===== src/rtl/calc3_engine.sv =====
// Multi-port command engine: per-port two-cycle operand capture, per-port FIFOs,
// and one shared registered ALU serviced by a round-robin arbiter.
module calc3_engine #(
    parameter int unsigned NUM_PORTS = 4,
    parameter int unsigned DATA_W    = 32,
    parameter int unsigned TAG_W     = 2,
    parameter int unsigned QDEPTH    = 4
) (
    input  logic                          c_clk,
    input  logic                          reset,
    input  logic [NUM_PORTS*4-1:0]        req_cmd_in,
    input  logic [NUM_PORTS*DATA_W-1:0]   req_data_in,
    input  logic [NUM_PORTS*TAG_W-1:0]    req_tag_in,
    output logic [NUM_PORTS*2-1:0]        out_resp,
    output logic [NUM_PORTS*DATA_W-1:0]   out_data,
    output logic [NUM_PORTS*TAG_W-1:0]    out_tag,
    output logic [NUM_PORTS-1:0]          drop_err
);

    localparam int unsigned SH_W  = $clog2(DATA_W);
    localparam int unsigned PTR_W = (QDEPTH > 1) ? $clog2(QDEPTH) : 1;
    localparam int unsigned CNT_W = $clog2(QDEPTH + 1);
    localparam int unsigned PW    = (NUM_PORTS > 1) ? $clog2(NUM_PORTS) : 1;

    localparam logic [3:0] OP_ADD = 4'd1;
    localparam logic [3:0] OP_SUB = 4'd2;
    localparam logic [3:0] OP_SHL = 4'd5;
    localparam logic [3:0] OP_SHR = 4'd6;
    localparam logic [3:0] OP_ROL = 4'd9;
    localparam logic [3:0] OP_ROR = 4'd10;

    localparam logic [1:0] RESP_NONE = 2'd0;
    localparam logic [1:0] RESP_OK   = 2'd1;
    localparam logic [1:0] RESP_ERR  = 2'd2;

    typedef enum logic {CAP_IDLE, CAP_OP2} cap_state_t;

    typedef struct packed {
        logic [3:0]        cmd;
        logic [DATA_W-1:0] op1;
        logic [DATA_W-1:0] op2;
        logic [TAG_W-1:0]  tag;
    } entry_t;

    // ---------------- capture FSMs ----------------
    cap_state_t        cap_state [NUM_PORTS];
    cap_state_t        cap_next  [NUM_PORTS];
    logic [3:0]        cap_cmd   [NUM_PORTS];
    logic [DATA_W-1:0] cap_op1   [NUM_PORTS];
    logic [TAG_W-1:0]  cap_tag   [NUM_PORTS];
    logic [NUM_PORTS-1:0] push;
    entry_t            push_entry [NUM_PORTS];

    always_comb begin
        for (int unsigned p = 0; p < NUM_PORTS; p++) begin
            cap_next[p] = cap_state[p];
            push[p]     = 1'b0;
            unique case (cap_state[p])
                CAP_IDLE: if (req_cmd_in[4*p +: 4] != 4'd0) cap_next[p] = CAP_OP2;
                CAP_OP2: begin
                    cap_next[p] = CAP_IDLE;
                    push[p]     = 1'b1;
                end
                default: cap_next[p] = CAP_IDLE;
            endcase
            push_entry[p] = '{cmd: cap_cmd[p], op1: cap_op1[p],
                              op2: req_data_in[DATA_W*p +: DATA_W], tag: cap_tag[p]};
        end
    end

    always_ff @(posedge c_clk or posedge reset) begin
        if (reset) begin
            for (int unsigned p = 0; p < NUM_PORTS; p++) begin
                cap_state[p] <= CAP_IDLE;
                cap_cmd[p]   <= '0;
                cap_op1[p]   <= '0;
                cap_tag[p]   <= '0;
            end
        end else begin
            for (int unsigned p = 0; p < NUM_PORTS; p++) begin
                cap_state[p] <= cap_next[p];
                if (cap_state[p] == CAP_IDLE && req_cmd_in[4*p +: 4] != 4'd0) begin
                    cap_cmd[p] <= req_cmd_in[4*p +: 4];
                    cap_op1[p] <= req_data_in[DATA_W*p +: DATA_W];
                    cap_tag[p] <= req_tag_in[TAG_W*p +: TAG_W];
                end
            end
        end
    end

    // ---------------- per-port queues ----------------
    entry_t               q_mem   [NUM_PORTS][QDEPTH];
    logic [PTR_W-1:0]     wr_ptr  [NUM_PORTS];
    logic [PTR_W-1:0]     rd_ptr  [NUM_PORTS];
    logic [CNT_W-1:0]     q_count [NUM_PORTS];
    logic [NUM_PORTS-1:0] q_nonempty;
    logic [NUM_PORTS-1:0] q_full;
    logic [NUM_PORTS-1:0] pop;
    logic [NUM_PORTS-1:0] push_ok;

    // A pop in the same cycle frees the slot, so a full queue still accepts.
    always_comb begin
        for (int unsigned p = 0; p < NUM_PORTS; p++) begin
            q_nonempty[p] = (q_count[p] != '0);
            q_full[p]     = (q_count[p] == CNT_W'(QDEPTH));
            push_ok[p]    = push[p] && (!q_full[p] || pop[p]);
        end
    end

    always_ff @(posedge c_clk or posedge reset) begin
        if (reset) begin
            for (int unsigned p = 0; p < NUM_PORTS; p++) begin
                wr_ptr[p]  <= '0;
                rd_ptr[p]  <= '0;
                q_count[p] <= '0;
            end
        end else begin
            for (int unsigned p = 0; p < NUM_PORTS; p++) begin
                if (push_ok[p]) wr_ptr[p] <= wr_ptr[p] + 1'b1;
                if (pop[p])     rd_ptr[p] <= rd_ptr[p] + 1'b1;
                if (push_ok[p] && !pop[p])      q_count[p] <= q_count[p] + 1'b1;
                else if (!push_ok[p] && pop[p]) q_count[p] <= q_count[p] - 1'b1;
            end
        end
    end

    always_ff @(posedge c_clk) begin
        for (int unsigned p = 0; p < NUM_PORTS; p++) begin
            if (push_ok[p]) q_mem[p][wr_ptr[p]] <= push_entry[p];
        end
    end

    // ---------------- round-robin arbiter ----------------
    logic [PW-1:0] rr_ptr;
    logic [PW-1:0] grant_idx;
    logic          grant_valid;
    int unsigned   cand;

    always_comb begin
        grant_valid = 1'b0;
        grant_idx   = '0;
        cand        = 0;
        for (int unsigned i = 0; i < NUM_PORTS; i++) begin
            cand = 32'(rr_ptr) + i;
            if (cand >= NUM_PORTS) cand = cand - NUM_PORTS;
            if (!grant_valid && q_nonempty[cand]) begin
                grant_valid = 1'b1;
                grant_idx   = PW'(cand);
            end
        end
        for (int unsigned p = 0; p < NUM_PORTS; p++) begin
            pop[p] = grant_valid && (grant_idx == PW'(p));
        end
    end

    always_ff @(posedge c_clk or posedge reset) begin
        if (reset) begin
            rr_ptr <= '0;
        end else if (grant_valid) begin
            rr_ptr <= (grant_idx == PW'(NUM_PORTS - 1)) ? '0 : grant_idx + 1'b1;
        end
    end

    // ---------------- shared ALU ----------------
    entry_t              head;
    logic [DATA_W:0]     sum;
    logic [SH_W-1:0]     sh;
    logic [2*DATA_W-1:0] rot_l;
    logic [2*DATA_W-1:0] rot_r;
    logic [1:0]          alu_resp;
    logic [DATA_W-1:0]   alu_data;

    // Rotates come from shifting a doubled operand and keeping one half.
    always_comb begin
        head     = q_mem[grant_idx][rd_ptr[grant_idx]];
        sum      = {1'b0, head.op1} + {1'b0, head.op2};
        sh       = head.op2[SH_W-1:0];
        rot_l    = {head.op1, head.op1} << sh;
        rot_r    = {head.op1, head.op1} >> sh;
        alu_resp = RESP_ERR;
        alu_data = '0;
        case (head.cmd)
            OP_ADD: begin
                if (!sum[DATA_W]) begin
                    alu_resp = RESP_OK;
                    alu_data = sum[DATA_W-1:0];
                end
            end
            OP_SUB: begin
                if (head.op2 <= head.op1) begin
                    alu_resp = RESP_OK;
                    alu_data = head.op1 - head.op2;
                end
            end
            OP_SHL: begin
                alu_resp = RESP_OK;
                alu_data = head.op1 << sh;
            end
            OP_SHR: begin
                alu_resp = RESP_OK;
                alu_data = head.op1 >> sh;
            end
            OP_ROL: begin
                alu_resp = RESP_OK;
                alu_data = rot_l[2*DATA_W-1:DATA_W];
            end
            OP_ROR: begin
                alu_resp = RESP_OK;
                alu_data = rot_r[DATA_W-1:0];
            end
            default: begin
                alu_resp = RESP_ERR;
                alu_data = '0;
            end
        endcase
    end

    // ---------------- response registers ----------------
    logic [1:0]           resp_q [NUM_PORTS];
    logic [DATA_W-1:0]    data_q [NUM_PORTS];
    logic [TAG_W-1:0]     tag_q  [NUM_PORTS];
    logic [NUM_PORTS-1:0] drop_q;

    always_ff @(posedge c_clk or posedge reset) begin
        if (reset) begin
            for (int unsigned p = 0; p < NUM_PORTS; p++) begin
                resp_q[p] <= RESP_NONE;
                data_q[p] <= '0;
                tag_q[p]  <= '0;
            end
            drop_q <= '0;
        end else begin
            for (int unsigned p = 0; p < NUM_PORTS; p++) begin
                resp_q[p] <= RESP_NONE;
                data_q[p] <= '0;
                tag_q[p]  <= '0;
                if (pop[p]) begin
                    resp_q[p] <= alu_resp;
                    data_q[p] <= alu_data;
                    tag_q[p]  <= head.tag;
                end
                if (push[p] && !push_ok[p]) drop_q[p] <= 1'b1;
            end
        end
    end

    always_comb begin
        for (int unsigned p = 0; p < NUM_PORTS; p++) begin
            out_resp[2*p +: 2]          = resp_q[p];
            out_data[DATA_W*p +: DATA_W] = data_q[p];
            out_tag[TAG_W*p +: TAG_W]    = tag_q[p];
        end
        drop_err = drop_q;
    end

endmodule

===== config.mk =====
export PLATFORM = sky130hd
export DESIGN_NAME = calc3_engine
export DESIGN_NICKNAME = d
export VERILOG_FILES = /design/src/rtl/calc3_engine.sv
export SDC_FILE = /design/constraint.sdc
export NUM_CORES = 2
export LEC_CHECK = 0
export BUFFER_PORTS_ARGS = -buffer_cell sky130_fd_sc_hd__buf_2
export CAP_MARGIN = 20
export CORE_ASPECT_RATIO = 1.5
export CORE_MARGIN = 3
export CORE_UTILIZATION = 40
export CTS_BUF_LIST = sky130_fd_sc_hd__clkbuf_16
export CTS_CLUSTER_DIAMETER = 50
export CTS_CLUSTER_SIZE = 10
export DETAILED_ROUTE_END_ITERATION = 12
export HOLD_SLACK_MARGIN = 0.12
export SLEW_MARGIN = 25
export SYNTH_ARGS = -nofsm -noshare
export SYNTH_HDL_FRONTEND = slang
export SYNTH_SLANG_ARGS = --single-unit

===== constraint.sdc =====
create_clock -name c_clk -period 24.9 [get_ports c_clk]
set_input_delay 4.98 -clock c_clk [delete_from_list [all_inputs] [get_ports c_clk]]
set_output_delay 4.98 -clock c_clk [all_outputs]
set_load 0.02 [all_outputs]

Yosys cells after proc, flatten, opt, wreduce, memory -nomap -nowiden
Memory sizes are Yosys's and may differ from the RTL's.
Index checks and enable logic that the tools add are counted.
{"block": "op_classes", "order_cmp": 19, "mux": 81, "eq_ne": 13, "shifts": 4, "n_reduce_logical": 64, "add_sub_neg": 26, "bitwise_logic": 10}
{"cell": "2-to-1 mux 280 bit", "count": 4}
{"cell": "demux 70 bit (select 2 bit)", "count": 4}
{"cell": "2-to-1 mux 70 bit", "count": 6}
{"cell": "2-to-1 mux 32 bit", "count": 10}
{"cell": "one-hot mux 32 bit (6 select lines)", "count": 1}
{"cell": "binary-select mux 70 bit (select 2 bit)", "count": 1}
{"cell": "< comparator 32 x 3 -> 1 bit (second input constant)", "count": 4}
{"cell": "<< shifter 64 x 5 -> 64 bit", "count": 1}
{"cell": ">> shifter 64 x 5 -> 32 bit", "count": 1}
{"cell": "2-to-1 mux 2 bit", "count": 17}
{"cell": "adder 32 x 32 -> 33 bit", "count": 1}
{"cell": "<= comparator 32 bit", "count": 1}
{"cell": "<< shifter 32 x 5 -> 32 bit", "count": 1}
{"cell": ">> shifter 32 x 5 -> 32 bit", "count": 1}
{"cell": "subtractor 32 bit", "count": 1}
{"cell": "logical AND 1 bit", "count": 31}
{"cell": ">= comparator 3 bit (second input constant)", "count": 9}
{"cell": "2-to-1 mux 3 bit", "count": 8}
{"cell": "2-to-1 mux 1 bit", "count": 20}
{"cell": "adder 2 x 1 -> 2 bit (second input constant)", "count": 9}
{"cell": "inverter 2 -> 3 bit", "count": 6}
{"cell": "nonzero test 4 bit", "count": 4}
{"cell": "logical NOT 1 bit", "count": 15}
{"cell": "adder 3 x 1 -> 3 bit (second input constant)", "count": 4}
{"cell": "24 further kinds", "count": 57}
{"block": "totals", "output_inout_bits": 148, "memories": 1, "register_bits": 334, "inputBits": 154, "mem_bits_rw": 1120, "elab_cells": 263}
{"memory": "q_mem", "depth": 4, "word_bits": 280, "read_ports": 1, "rd_ports_with_merged_regs": 0, "write_ports": 4, "line": "92", "rtl": "entry_t q_mem [NUM_PORTS][QDEPTH];"}

Depth between registers and ports, before layout
{"block": "depth", "word_depth": 26, "mapped_depth": 40, "ltp_nobuf": 26}

Worst setup path after synthesis
Ideal clock, no wire load.
{"block": "synth_path", "path_kind": "reg2reg", "from": "register rr_ptr[1]", "to": "register data_q (netlist bit out_data[120])", "path_slack_ns": 17.594, "setup_time_ns": 0.086, "n_path_buf": 15, "stages_incl_launch_ff": 37, "synth_period_minus_slack_ns": 7.306, "required_ns": 24.814, "arrival_time_ns": 7.220, "cell_sequence": "dfrtp_1 > buf_6 > or4_4 > a2bb2oi_4 > and3_4 > buf_6 > inv_4 > buf_6 > buf_6 > a211oi_1 > nor2_2 > buf_6 > buf_4 > buf_2 > buf_2 > buf_2 > buf_2 > buf_1 > buf_1 > nor2_1 > nor2_1 > ha_1 > clkbuf_1 > a21oi_1 > o21bai_1 > a211o_1 > a311oi_1 > nor3_1 > o21ai_0 > a21oi_1 > a2111o_1 > buf_2 > buf_2 > o221ai_1 > o21ai_0 > and4b_1 > nor3_1"}
{"block": "synth_between", "elab_chain_cells": 26, "word_cells_on_any_way": 65, "classes_between": "add/sub: 9; order compare: 5; eq/ne: 7; shift: 4; mux: 30; bitwise: 2; reduce/logical: 7; memory: 1"}
{"item": "start: declaration", "line": "134", "rtl": "logic [PW-1:0] rr_ptr;"}
{"item": "start signal: assignment", "line": "160", "rtl": "rr_ptr <= (grant_idx == PW'(NUM_PORTS - 1)) ? '0 : grant_idx + 1'b1;"}
{"item": "branches (longest 25 deep; another with subtractor 3 x 3 -> 4 bit)"}
{"item": "2-to-1 mux 32 bit (*)", "line": "237", "rtl": "if (pop[p]) begin"}
{"item": "end signal: indexed assignment", "line": "239", "rtl": "data_q[p] <= alu_data;"}
{"item": "end: declaration", "line": "220", "rtl": "logic [DATA_W-1:0] data_q [NUM_PORTS];"}
Mark *: on every way between the ends. The select of a mux whose other input is x is not followed.
A chain may end at the register's enable or synchronous reset.

Worst setup path in the final report
{"block": "layout_path", "from": "register q_count[3] (netlist name)", "to": "register data_q (netlist bit out_data[86])"}
{"block": "layout_between", "elab_chain_cells": 25, "word_cells_on_any_way": 51, "classes_between": "add/sub: 2; order compare: 1; eq/ne: 7; shift: 4; mux: 26; bitwise: 2; reduce/logical: 8; memory: 1"}
{"item": "start: declaration", "line": "95", "rtl": "logic [CNT_W-1:0] q_count [NUM_PORTS];"}
{"item": "start signal: indexed assignment", "line": "121", "rtl": "if (push_ok[p] && !pop[p]) q_count[p] <= q_count[p] + 1'b1;"}
{"item": "start signal: indexed assignment", "line": "122", "rtl": "else if (!push_ok[p] && pop[p]) q_count[p] <= q_count[p] - 1'b1;"}
{"item": "nonzero test 3 bit (*)", "line": "104", "rtl": "q_nonempty[p] = (q_count[p] != '0);"}
{"item": "binary-select mux 1 bit (select 2 bit)", "line": "146", "rtl": "if (!grant_valid && q_nonempty[cand]) begin"}
{"item": "2-to-1 mux 1 bit (implied by the code)", "line": "146"}
{"item": "2-to-1 mux 1 bit", "line": "146"}
{"item": "logical NOT 1 bit", "line": "146"}
{"item": "logical AND 1 bit", "line": "146"}
{"item": "2-to-1 mux 1 bit", "line": "146"}
{"item": "logical NOT 1 bit", "line": "146"}
{"item": "(+7 left out)"}
{"item": "2-to-1 mux 2 bit (implied by the code) (2 in series)", "line": "175", "rtl": "head = q_mem[grant_idx][rd_ptr[grant_idx]];"}
{"item": "inverter 2 -> 3 bit (implied by the code)", "line": "175"}
{"item": "binary-select mux 70 bit (select 2 bit)", "line": "175"}
{"item": "2-to-1 mux 70 bit (implied by the code) (2 in series)", "line": "175"}
{"item": "subtractor 32 bit (tied with other cells)", "line": "192", "rtl": "alu_data = head.op1 - head.op2;"}
{"item": "2-to-1 mux 32 bit (on tied branches)", "line": "190, 184"}
{"item": "one-hot mux 32 bit (6 select lines)", "line": "182", "rtl": "case (head.cmd)"}
{"item": "2-to-1 mux 32 bit (*)", "line": "237"}
Every way passes the cells marked *; elsewhere a longest branch is shown, timed or not. The select of a mux whose other input is x is not followed.

==> impl_metrics.py <==
metrics = {
    "setup_path": {
        "path_max_fanout": 89,
        "crit_required_ps": 25560,
        "endpoint_kind": "flip-flop",
        "cpMaxStageDelayCell": "buf_4",
        "cpMostUsedCell": "a21oi_1",
        "worst_path_largest_cell_delay_ps": 850,
        "cp-start-kind": "flip-flop",
        "cp.arrival_ps": 10420,
        "crit_type": "flip-flop to flip-flop",
    },
    "logic_synthesis": {
        "netlist_instances": 5386,
        "syn_area_um2": 68000,
        "yosys.area.top_type": "edfxtp_1",
        "postSynthNetCount": 5635,
        "seq_area_frac_synth_pct": 61.7,
        "syn_area_per_cell_um2": 12.6,
        "synthTopCellsByArea": "edfxtp_1 49%, dfrtp_1 12%, mux2i_1 6.5%",
        "synth-warning-count": 0,
        "ys.flop_type": "edfxtp_1",
        "synth-edff-count": 1120,
        "yosys.cell_types.count": 113,
        "yosysTopAreaCellShare_pct": 49.4,
        "ys_ff_latch": 1454,
        "async_reset_ff_share_pct": 23.0,
    },
    "clock_network": {
        "cts_buffers": 168,
        "hold_buffers": 0,
        "cts_setup_buffers": 0,
        "cts_max_path_buffers": 3,
        "tritoncts": "built",
        "cts.sinks": 1454,
        "clock_latency_ps": 820,
        "clk_pin_slew_worst_paths_ps": 60,
        "root_buffer": "clkbuf_16",
        "h-tree-depth": 4,
        "cts_resized": 0,
    },
    "sta": {
        "slew_viol_final": 0,
        "worst_hold_slack_ps": 446,
        "fin_setup_tns_ps": 0,
        "period_share_pct": 39.2,
        "rsz0062_at_grt": "false",
        "finalHoldViolations": 0,
        "fin_crit_ps": 9750,
        "setup_violations": 0,
        "setup_slack_ps": 15150,
        "fmax_mhz": 103,
        "clock_skew_ps": 33.1,
        "worst_slew_pin_slew_ps": 1150,
        "slew_headroom_pct": 21.5,
    },
    "global_route": {
        "antenna_found_initial": 36,
        "grt_max_degree": 189,
        "grt_pass1_vias": 47500,
        "grt_pass1_wl_mm": 362,
        "track_usage_pct": 28.9,
        "grt_overflow_total": 0,
    },
    "routing": {
        "first_pass_iters": 8,
        "drt_iter0_markers": 5426,
        "antenna_left": 0,
        "drc": 0,
        "wirelength_mm": 259,
        "routedWlPerCell_um": 32.4,
        "viasPerCell": 6.10,
        "vias": 48700,
    },
    "floorplan": {
        "start_util_pct": 40.4,
        "die-area_um2": 175000,
        "rows": 184,
        "die_h_um": 511,
        "pin_count": 302,
        "die_w_um": 343,
        "core_um2": 168000,
    },
    "placement": {
        "place_ws_ps": 15160,
        "port_buffers": 301,
        "gp_congestion": 1.04,
        "hpwl_mm": 174,
    },
    "finish": {
        "syn2layout_area_growth_pct": 12.6,
        "layout_common_cells": "1,120 x edfxtp_1, 544 x nand2_1, 440 x mux2i_1, 412 x nand3_1, 334 x dfrtp_1",
        "drive_gt1_share_pct": 16.9,
        "utilization_pct": 45.5,
        "final_common_cell": "edfxtp_1",
        "final_nets": 5855,
    },
    "worst_hold_path": {
        "hp-class": "flip-flop to flip-flop",
    },
    "job": {
        "maxCapViolations": 0,
    },
    "run_status": {
        "outcome": "completed",
    },
}
per-stage QoR:
stage / cells / area (µm²)
after floorplan: 5386 / 68000
final: 7980 / 76600
after CTS: 7966 / 76600
after global routing: 7969 / 76600
after global placement: 7666 / 71600
after detailed placement: 7668 / 71600
sequential cells by signal, summed over array words and instances, names as in the netlist, 4 cells and up:
name,flops
q_mem,1120
cap_op1,128
out_data,128
cap_cmd,16
q_count,12
cap_tag,8
out_resp,8
out_tag,8
rd_ptr,8
wr_ptr,8
cap_state,4
drop_err,4
synth_stat cells, drive strengths merged (44+ instances only):
master	count
mux2	253
mux2i	447
o21a	44
a221oi	48
o21ai	137
nand3	413
o211ai	156
nor2	254
o221ai	58
ha	89
edfxtp	1120
a21oi	260
clkbuf	179
buf	184
dfrtp	334
nor3	58
nand2	547
nor2b	64
inv	159
critical path, delay by kind of cell, from the launching register on:
| family | cells | cell delay, ps |
|---|---|---|
| AO/OA/AOI/OAI | 16 | 4470 |
| buffers and inverters | 4 | 2390 |
| AND/OR/NAND/NOR | 6 | 1640 |
| adder cells (fa/ha/maj) | 1 | 480 |
| flip-flops | 1 | 470 |
layout make-up:
cell class	instances	area, µm²
fillers	15200	91700
flip-flops and latches	1454	42000
multi-input cells	3409	23800
clock buffers	170	4250
well taps	2232	2790
repair buffers	413	2430
clock inverters	128	719
inverters	160	621
diodes	14	35.0
final timing paths:
check	cells past startpoint	endpoint	slack, ps	startpoint
setup / recovery	27	out_data[86]	15150	q_count[3]
hold / removal	1	drop_err[3]	450	drop_err[3]
setup reg to reg	27	out_data[86]	15150	q_count[3]
hold reg to reg	1	drop_err[3]	450	drop_err[3]
max in group asynchronous	4	cap_op1[77]	18430	reset
min in group asynchronous	2	q_count[3]	4250	reset
logic make-up after synthesis:
group / count (synthesis) / share of synthesized area (%)
fa+ha+maj: 95 / 1.81
xor+xnor: 25 / 0.322
compound gates: 1095 / 11.4
flops: 1454 / 61.7
simple gates: 1492 / 10.2
mux: 702 / 10.9
buf+inv: 523 / 3.65
layer usage:
layer / track usage (%) / routed length (µm) / vias up
met5: 0 / 212 / -
met1: 35.7 / 98500 / 24600
met3: 5.51 / 19500 / 691
met4: 17.2 / 18000 / 36
met2: 47.1 / 122000 / 2470
li1: - / - / 20900
Power is not shown: default switching activity piles up to over one toggle a cycle in this logic, so the estimate is an artifact.
